--- config.mk ---
export PLATFORM = sky130hd
export DESIGN_NAME = enigma_core_param
export DESIGN_NICKNAME = d
export VERILOG_FILES = /design/src/rtl/enigma_core_param.sv
export SDC_FILE = /design/constraint.sdc
export NUM_CORES = 2
export LEC_CHECK = 0
export BUFFER_PORTS_ARGS = -buffer_cell sky130_fd_sc_hd__buf_4
export CAP_MARGIN = 10
export CORE_MARGIN = 8
export CORE_UTILIZATION = 45
export DETAILED_ROUTE_END_ITERATION = 10
export GPL_TIMING_DRIVEN = 0
export SYNTH_ARGS = -nofsm -noshare
export SYNTH_HDL_FRONTEND = slang
export SYNTH_SLANG_ARGS = --single-unit
export TNS_END_PERCENT = 20
--- constraint.sdc ---
create_clock -name clk -period 9.9 [get_ports clk]
set_clock_uncertainty 0.15 [all_clocks]
set_input_delay 0.99 -clock clk [delete_from_list [all_inputs] [get_ports clk]]
set_output_delay 0.99 -clock clk [all_outputs]
set_load 0.01 [all_outputs]
--- src/rtl/enigma_core_param.sv ---
// Parametrised rotor cipher core: NUM_ROTORS rotors plus a reflector over an
// ALPHA-symbol alphabet. One symbol is processed at a time. A single FSM walks
// the rotors forward, through the reflector and back. Wiring, inverse wiring,
// position and notch tables are all runtime-loadable while the core is idle.
module enigma_core_param #(
    parameter int NUM_ROTORS = 3,
    parameter int ALPHA      = 26,
    parameter int SYM_W      = 8
) (
    input  logic             clk,
    input  logic             reset,
    input  logic             in_valid,
    output logic             in_ready,
    input  logic [SYM_W-1:0] din,
    output logic             out_valid,
    input  logic             out_ready,
    output logic [SYM_W-1:0] dout,
    input  logic             cfg_we,
    input  logic [1:0]       cfg_kind,
    input  logic [3:0]       cfg_tbl,
    input  logic [SYM_W-1:0] cfg_addr,
    input  logic [SYM_W-1:0] cfg_data,
    output logic             cfg_ready
);
    localparam int AW = (ALPHA > 1) ? $clog2(ALPHA) : 1;
    localparam int RW = (NUM_ROTORS > 1) ? $clog2(NUM_ROTORS) : 1;

    typedef enum logic [2:0] {IDLE, FWD, REFL, BWD, OUT} state_t;

    state_t           state;
    logic [SYM_W-1:0] x;
    logic [RW-1:0]    r;
    logic             bypass;

    logic [SYM_W-1:0] w     [NUM_ROTORS][ALPHA];
    logic [SYM_W-1:0] winv  [NUM_ROTORS][ALPHA];
    logic [SYM_W-1:0] refl  [ALPHA];
    logic [SYM_W-1:0] pos   [NUM_ROTORS];
    logic [SYM_W-1:0] notch [NUM_ROTORS];

    logic [SYM_W:0]   sum, diff;
    logic [SYM_W-1:0] px, tv, nx;
    logic [AW-1:0]    idx;
    logic [NUM_ROTORS-1:0] step;
    logic             step_en, cfg_ok;
    logic             unused_bits;

    // Rotor datapath for the current rotor r: offset by position, look up, un-offset
    always_comb begin
        px  = pos[r];
        sum = {1'b0, x} + {1'b0, px};
        if (sum >= (SYM_W+1)'(ALPHA))
            sum = sum - (SYM_W+1)'(ALPHA);
        idx = sum[AW-1:0];
        tv  = (state == BWD) ? winv[r][idx] : w[r][idx];
        diff = {1'b0, tv} - {1'b0, px};
        if (tv < px)
            diff = diff + (SYM_W+1)'(ALPHA);
        nx = diff[SYM_W-1:0];
    end

    assign unused_bits = ^{sum[SYM_W:AW], diff[SYM_W]};

    // Odometer carry chain, evaluated on pre-step positions
    always_comb begin
        step    = '0;
        step[0] = 1'b1;
        for (int i = 1; i < NUM_ROTORS; i++)
            step[i] = step[i-1] && (pos[i-1] == notch[i-1]);
    end

    // Stepping happens on the edge leaving the last backward rotor (entering OUT)
    assign step_en = (state == BWD) && (r == '0);

    assign cfg_ok = cfg_we && (state == IDLE)
                 && (cfg_addr < SYM_W'(ALPHA)) && (cfg_data < SYM_W'(ALPHA))
                 && (cfg_tbl <= 4'(NUM_ROTORS)) && (cfg_kind != 2'd3)
                 && !((cfg_tbl == 4'(NUM_ROTORS)) && (cfg_kind != 2'd0));

    // Table storage: reset defaults, config writes in IDLE, odometer stepping
    always_ff @(posedge clk) begin
        if (reset) begin
            for (int i = 0; i < NUM_ROTORS; i++) begin
                pos[i]   <= '0;
                notch[i] <= SYM_W'(ALPHA - 1);
                for (int a = 0; a < ALPHA; a++) begin
                    w[i][a]    <= SYM_W'(a);
                    winv[i][a] <= SYM_W'(a);
                end
            end
            for (int a = 0; a < ALPHA; a++)
                refl[a] <= ((ALPHA % 2 == 1) && (a == ALPHA - 1)) ? SYM_W'(a) : SYM_W'(a ^ 1);
        end else begin
            if (cfg_ok) begin
                case (cfg_kind)
                    2'd0: begin
                        if (cfg_tbl == 4'(NUM_ROTORS)) begin
                            refl[cfg_addr[AW-1:0]] <= cfg_data;
                        end else begin
                            w[cfg_tbl[RW-1:0]][cfg_addr[AW-1:0]]    <= cfg_data;
                            winv[cfg_tbl[RW-1:0]][cfg_data[AW-1:0]] <= cfg_addr;
                        end
                    end
                    2'd1:    pos[cfg_tbl[RW-1:0]]   <= cfg_data;
                    2'd2:    notch[cfg_tbl[RW-1:0]] <= cfg_data;
                    default: ;
                endcase
            end
            if (step_en) begin
                for (int i = 0; i < NUM_ROTORS; i++)
                    if (step[i])
                        pos[i] <= (pos[i] == SYM_W'(ALPHA - 1)) ? '0 : pos[i] + SYM_W'(1);
            end
        end
    end

    // Sequencing FSM with registered handshake outputs
    always_ff @(posedge clk) begin
        if (reset) begin
            state     <= IDLE;
            x         <= '0;
            r         <= '0;
            bypass    <= 1'b0;
            in_ready  <= 1'b1;
            cfg_ready <= 1'b1;
            out_valid <= 1'b0;
            dout      <= '0;
        end else begin
            case (state)
                IDLE: begin
                    if (in_valid) begin
                        x         <= din;
                        r         <= '0;
                        bypass    <= (din >= SYM_W'(ALPHA));
                        in_ready  <= 1'b0;
                        cfg_ready <= 1'b0;
                        state     <= FWD;
                    end
                end
                FWD: begin
                    if (bypass) begin
                        state <= OUT;
                    end else begin
                        x <= nx;
                        if (r == RW'(NUM_ROTORS - 1))
                            state <= REFL;
                        else
                            r <= r + RW'(1);
                    end
                end
                REFL: begin
                    x     <= refl[x[AW-1:0]];
                    r     <= RW'(NUM_ROTORS - 1);
                    state <= BWD;
                end
                BWD: begin
                    x <= nx;
                    if (r == '0)
                        state <= OUT;
                    else
                        r <= r - RW'(1);
                end
                OUT: begin
                    if (!out_valid) begin
                        out_valid <= 1'b1;
                        dout      <= x;
                    end else if (out_ready) begin
                        out_valid <= 1'b0;
                        in_ready  <= 1'b1;
                        cfg_ready <= 1'b1;
                        state     <= IDLE;
                    end
                end
                default: state <= IDLE;
            endcase
        end
    end
endmodule

* Yosys cells after proc, flatten, opt, wreduce, memory -nomap -nowiden
Memories as Yosys holds them, arrays and structs flattened. A register that Yosys moved wholly into a read port is not among the register bits.
Cells that the tools add are included.
** Word-level totals
- Memories kept :: 5
- Flip-flop bits (word level) :: 24
- Memory bits (writable) :: 1504
- Output and inout bits :: 11
- Input port bits :: 35
- Word-level logic and storage cells :: 185
** Memory list
- w :: words 3, width 208, read ports 1, clocked after memory_dff 1, write ports 3, RTL line 35 : logic [SYM_W-1:0] w [NUM_ROTORS][ALPHA];
- winv :: words 3, width 208, read ports 1, clocked after memory_dff 1, write ports 3, RTL line 36 : logic [SYM_W-1:0] winv [NUM_ROTORS][ALPHA];
- refl :: words 26, width 8, read ports 1, clocked after memory_dff 1, write ports 26, RTL line 37 : logic [SYM_W-1:0] refl [ALPHA];
- notch :: words 3, width 8, read ports 2, clocked after memory_dff 0, write ports 3, RTL line 39 : logic [SYM_W-1:0] notch [NUM_ROTORS];
- pos :: words 3, width 8, read ports 4, clocked after memory_dff 1, write ports 3, RTL line 38 : logic [SYM_W-1:0] pos [NUM_ROTORS];
** Cells by class
- Eq/ne operators :: 22
- Mux-type cells :: 95
- Bitwise gates (word level) :: 7
- $add $sub $neg :: 9
- Reduce and logical (&&, ||, !) cells :: 29
- $lt $le $gt $ge :: 11
** Operators with widths (count)
- 208-bit two-way mux :: 6
- 208-bit OR reduction :: 2
- 8-bit two-way mux :: 19
- 8-bit binary-select mux with 5-bit select :: 2
- 8-bit demux with 5-bit select :: 2
- 1-bit two-way mux :: 38
- 8-bit case mux with 4 select lines :: 1
- 2-bit two-way mux :: 14
- 8-bit by 1-bit adder with 8-bit output, second input constant :: 3
- 8-bit by 5-bit == test with 1-bit output, second input constant :: 3
- 8-bit OR reduction :: 3
- 5-bit two-way mux :: 4
- 6-bit greater-or-equal comparator, second input constant :: 3
- 3-bit two-way mux :: 6
- 5-bit inverter with 6-bit output :: 3
- 8-bit == test :: 2
- 8-bit by 5-bit less-than comparator with 1-bit output, second input constant :: 2
- 3-bit case mux with 5 select lines :: 1
- 2-bit inequality test, second input constant :: 7
- 6-bit by 1-bit less-than comparator with 1-bit output, second input constant :: 2
- 1-bit logical AND :: 11
- 5-bit AND reduction :: 2
- 8-bit by 8-bit adder with 9-bit output :: 1
- 9-bit by 5-bit greater-or-equal comparator with 1-bit output, second input constant :: 1
- 28 further kinds :: 35

* Logic depth before layout (Yosys ltp)
- Depth after elaboration :: 15
- Depth in mapped cells :: 36
- Gate-level depth less buffers :: 26

* Worst setup path after synthesis
No wires, ideal clock.
- Kind :: reg-to-reg
- Start :: register (tool-made name)
- End :: register x[6]
- Arrival time :: 8.013 ns
- Library setup time :: 0.070 ns
- Path buffers :: 8
- Setup slack :: 1.667 ns
- Cell stages (with the launch flop) :: 33
- Clock period less this slack :: 8.233 ns
- Required time :: 9.680 ns
- Cell sequence :: dfxtp_1 buf_4 buf_4 buf_4 buf_2 buf_2 buf_2 mux4_2 ha_1 fa_1 a21o_1 a221oi_2 mux2i_1 a31oi_2 a21oi_1 clkbuf_1 nor2_1 buf_2 nor3_2 a21oi_1 a2111oi_1 a311oi_2 ha_1 fa_1 nor2b_1 o21ai_0 a21boi_0 nor2_1 or2_2 o211ai_1 xor2_1 a2111o_1 a21oi_1
** RTL lines
- to (signal assigned) :: RTL line 132 : x <= din;
- to (signal assigned) :: RTL line 144 : x <= nx;
- to (signal assigned) :: RTL line 152 : x <= refl[x[AW-1:0]];
- to (decl) :: RTL line 31 : logic [SYM_W-1:0] x;

==> impl_results.md <==
* Post-Place Cell Area at 0.09361 mm²
* Hpwl dp at 230100 µm
* Maximum VDD drop at 0.5199 mV
* Overall routed net length at 317500 µm
* Vias in the first global route at 51830
* CP Class: register to register
* Final #Nets at 6515
* Top Ports at 46
* # DRC at 0
* Failing checks: max-capacitance violations
* Antenna violations before repair at 29
* Slew Viols, Final at 0
* Synthesized area at 0.08478 mm²
* Worst-margin pin slew at 1.493 ns
* Worst skew pair latency at 0.88 ns
* Mapped Cells at 4949
* Mean cell area of the mapped netlist at 17.13 µm²
* Status: finished with violations
* GR Util All Layers at 30.51%
* Max Used Layer: met5
* Final Cell Area at 0.1005 mm²
* Worst Setup Start Kind: register
* Global-route wire length before repair at 424300 µm
* Hold buffer count at cts at 0
* Top-area cell type share of the netlist area at 69.70%
* Die X at 450.1 µm
* Crit-path leading delay family: compound AO/OA/AOI/OAI gates
* Placement row count at 159
* Ys async rst share at 0%
* FF+latch count, synth at 1999
* Via density at 5.983
* Initial Util at 45.24%
* Max-slew headroom at 0.4788%
* CTS buffer count at 210
* Tmin final at 9.737 ns
* Post-synth top cells: 1968 x edfxtp_1, 513 x mux4_2, 420 x nand2_1
* TNS Setup at 0 ns
* RSZ-0062 raised after global routing: no
* Warnings, synthesis at 0
* Distinct cells, synth at 81
* Largest net degree at the start of global routing at 32
* Fill cells at 15500
* Met3 Wirelength at 42940 µm
* Synth area leader: edfxtp_1
* Most used cell, CP: buf_4
* Final hold slack at 0.2267 ns
* Routed via count at 54660
* Final ANT Viol Nets at 0
* Sequential-to-total area share from yosys stat at 70.44%
* Iter 0 DRT Violations at 9035
* Hold Crit Class: input port to register
* Synth area leaders: edfxtp_1 70%, mux4_2 14%, nand2_1 1.9%
* Reg clk slew, reported paths at 0.06 ns
* P_leak at 33.99 nW
* Final setup vio count at 0
* PD cells at 304.4 mW/mm²
* Met2 WL post-DR at 136400 µm
* CP required at 10.56 ns
* Clk sinks at 1999
* Tcrit/Tclk final at 98.36%
* Final hold vios at 0
* Top-count cell post-synth: edfxtp_1
* Data arrival time of the critical path at 10.39 ns
* I/O Buffers at 44
* Element type at the critical path end: register
* Core Area at 0.1874 mm²
* Bufs on Longest Clock Path at 3
* Share of cells above drive strength 1 at 17.06%
* CP peak stage delay at 0.58 ns
* DIE HEIGHT at 450.1 µm
* Max_cap viols at 1
* GP Congestion at 1.023
* CTS tree: yes
* CP bufs+invs at 7
* Remaining Overflow, GRT at 0
* Max H-tree Level at 4
* Post-synth EDFFs at 1968
* Routed len/inst at 34.75 µm
* P&R area growth vs syn at 18.60%
* Worst path slowest cell: mux4_2
* Fmax at 102.7 MHz
* Top_reg_cell synth: edfxtp_1
* Root Buffer: clkbuf_16
* Die ar. at 0.2026 mm²
* CP max FO at 19
* 1st-pass router iterations at 8
* M1 WL at 113700 µm
logic make-up after synthesis:
| group | after synthesis | synth area share, % |
|---|---|---|
| mux | 610 | 14.79 |
| simple gates | 1404 | 7.968 |
| xor+xnor | 47 | 0.4855 |
| fa+ha+maj | 26 | 0.4014 |
| compound gates | 478 | 4.054 |
| buf+inv | 384 | 1.862 |
| other cells | 1 | 0.004423 |
| flops | 1999 | 70.44 |
report_power, final:
part	switching, mW	leakage, nW	internal (mW)
sequential	0.136	18.3	9.70
combinational	9.01	12.5	4.05
clock	3.40	3.19	4.30
total	12.6	34.0	18.1
path summary, 6_finish.rpt:
check / startpoint / endpoint / slack [ns] / depth (start not counted)
hold reg to reg: dout[4] / dout[4] / 0.31 / 2
setup reg to reg: register / x[6] / 0.16 / 31
hold / removal: out_ready / cfg_ready / 0.23 / 3
setup / recovery: register / x[6] / 0.16 / 31
metrics by stage:
step / util [%] / worst slack (ns) / cells / total power [mW]
3_3_place_gp: 49.44 / -4.024 / 8667 / 21.91
5_1_grt: 53.63 / 0.005153 / 9119 / 31.07
2_1_floorplan: - / 1.667 / 6128 / 16.67
6_report: 53.65 / 0.1629 / 9136 / 30.61
4_1_cts: 53.51 / 0.02131 / 9102 / 29.82
3_5_place_dp: 49.95 / -2.992 / 8726 / 22.12
what timing repair did:
| action | in CTS | in global routing |
|---|---|---|
| pin swaps | 2 | 1 |
| setup buffers | 3 | 0 |
| endpoints found under the setup margin | 13 | 11 |
| endpoints found under the hold margin | 0 | 0 |
| resized for setup | 26 | 18 |
cell usage in the layout, fill, tap and decap left out, types with 26 or more instances in the layout:
cell	synthesis	final
nor2_1	357	355
and3_1	164	164
nand2b_1	37	35
conb_1	1	1180
nand3_1	63	62
edfxtp_1	1968	1968
nand2_1	420	418
clkbuf_2	0	27
buf_4	10	77
o21bai_1	63	61
buf_2	56	53
or2_2	49	49
buf_8	0	33
clkinv_2	0	33
or3_1	102	102
clkinv_1	0	35
a21oi_1	81	79
nor3_1	48	44
and2_1	72	69
a211oi_1	48	47
clkbuf_16	0	217
mux4_2	513	513
dfxtp_1	31	31
o21ai_0	55	53
clkbuf_1	260	284
xnor2_1	26	26
mux2i_1	87	86
a21o_1	75	75
area by class of cell:
class | instances | area, µm² | area share, %
Sequential cell | 1999 | 59720 | 59.39
Multi-Input combinational cell | 3745 | 28080 | 27.93
Clock buffer | 274 | 5695 | 5.664
Tap cell | 2495 | 3122 | 3.105
Buffer | 357 | 1569 | 1.560
Timing Repair Buffer | 119 | 1359 | 1.351
Clock inverter | 103 | 864.6 | 0.8599
Inverter | 22 | 82.58 | 0.08213
Antenna cell | 22 | 55.05 | 0.05475
worst register-to-register path, delay by kind of cell (launching register included):
| kind | cells | cell delay [ns] |
|---|---|---|
| AO/OA/AOI/OAI | 12 | 3.32 |
| buffers and inverters | 7 | 2.25 |
| AND/OR/NAND/NOR | 6 | 1.41 |
| adder cells (fa/ha/maj) | 3 | 1.11 |
| multiplexers | 2 | 0.93 |
| flip-flops | 1 | 0.30 |
| XOR/XNOR | 1 | 0.21 |
registers in the layout, indices dropped and copies added (netlist names), 2 cells and up, named ones only:
name and cells:
w 832, winv 832, refl 256, pos 32, notch 16, dout 8
x 8, state 3, r 2
layer usage:
layer | GRT usage (%) | up-vias
li1 | - | 21540
met1 | 39.49 | 27920
met2 | 44.70 | 4148
met3 | 10.36 | 1047
met4 | 18.31 | 8
met5 | 0 | -
Note: power is estimated with default switching activity, not from simulation.
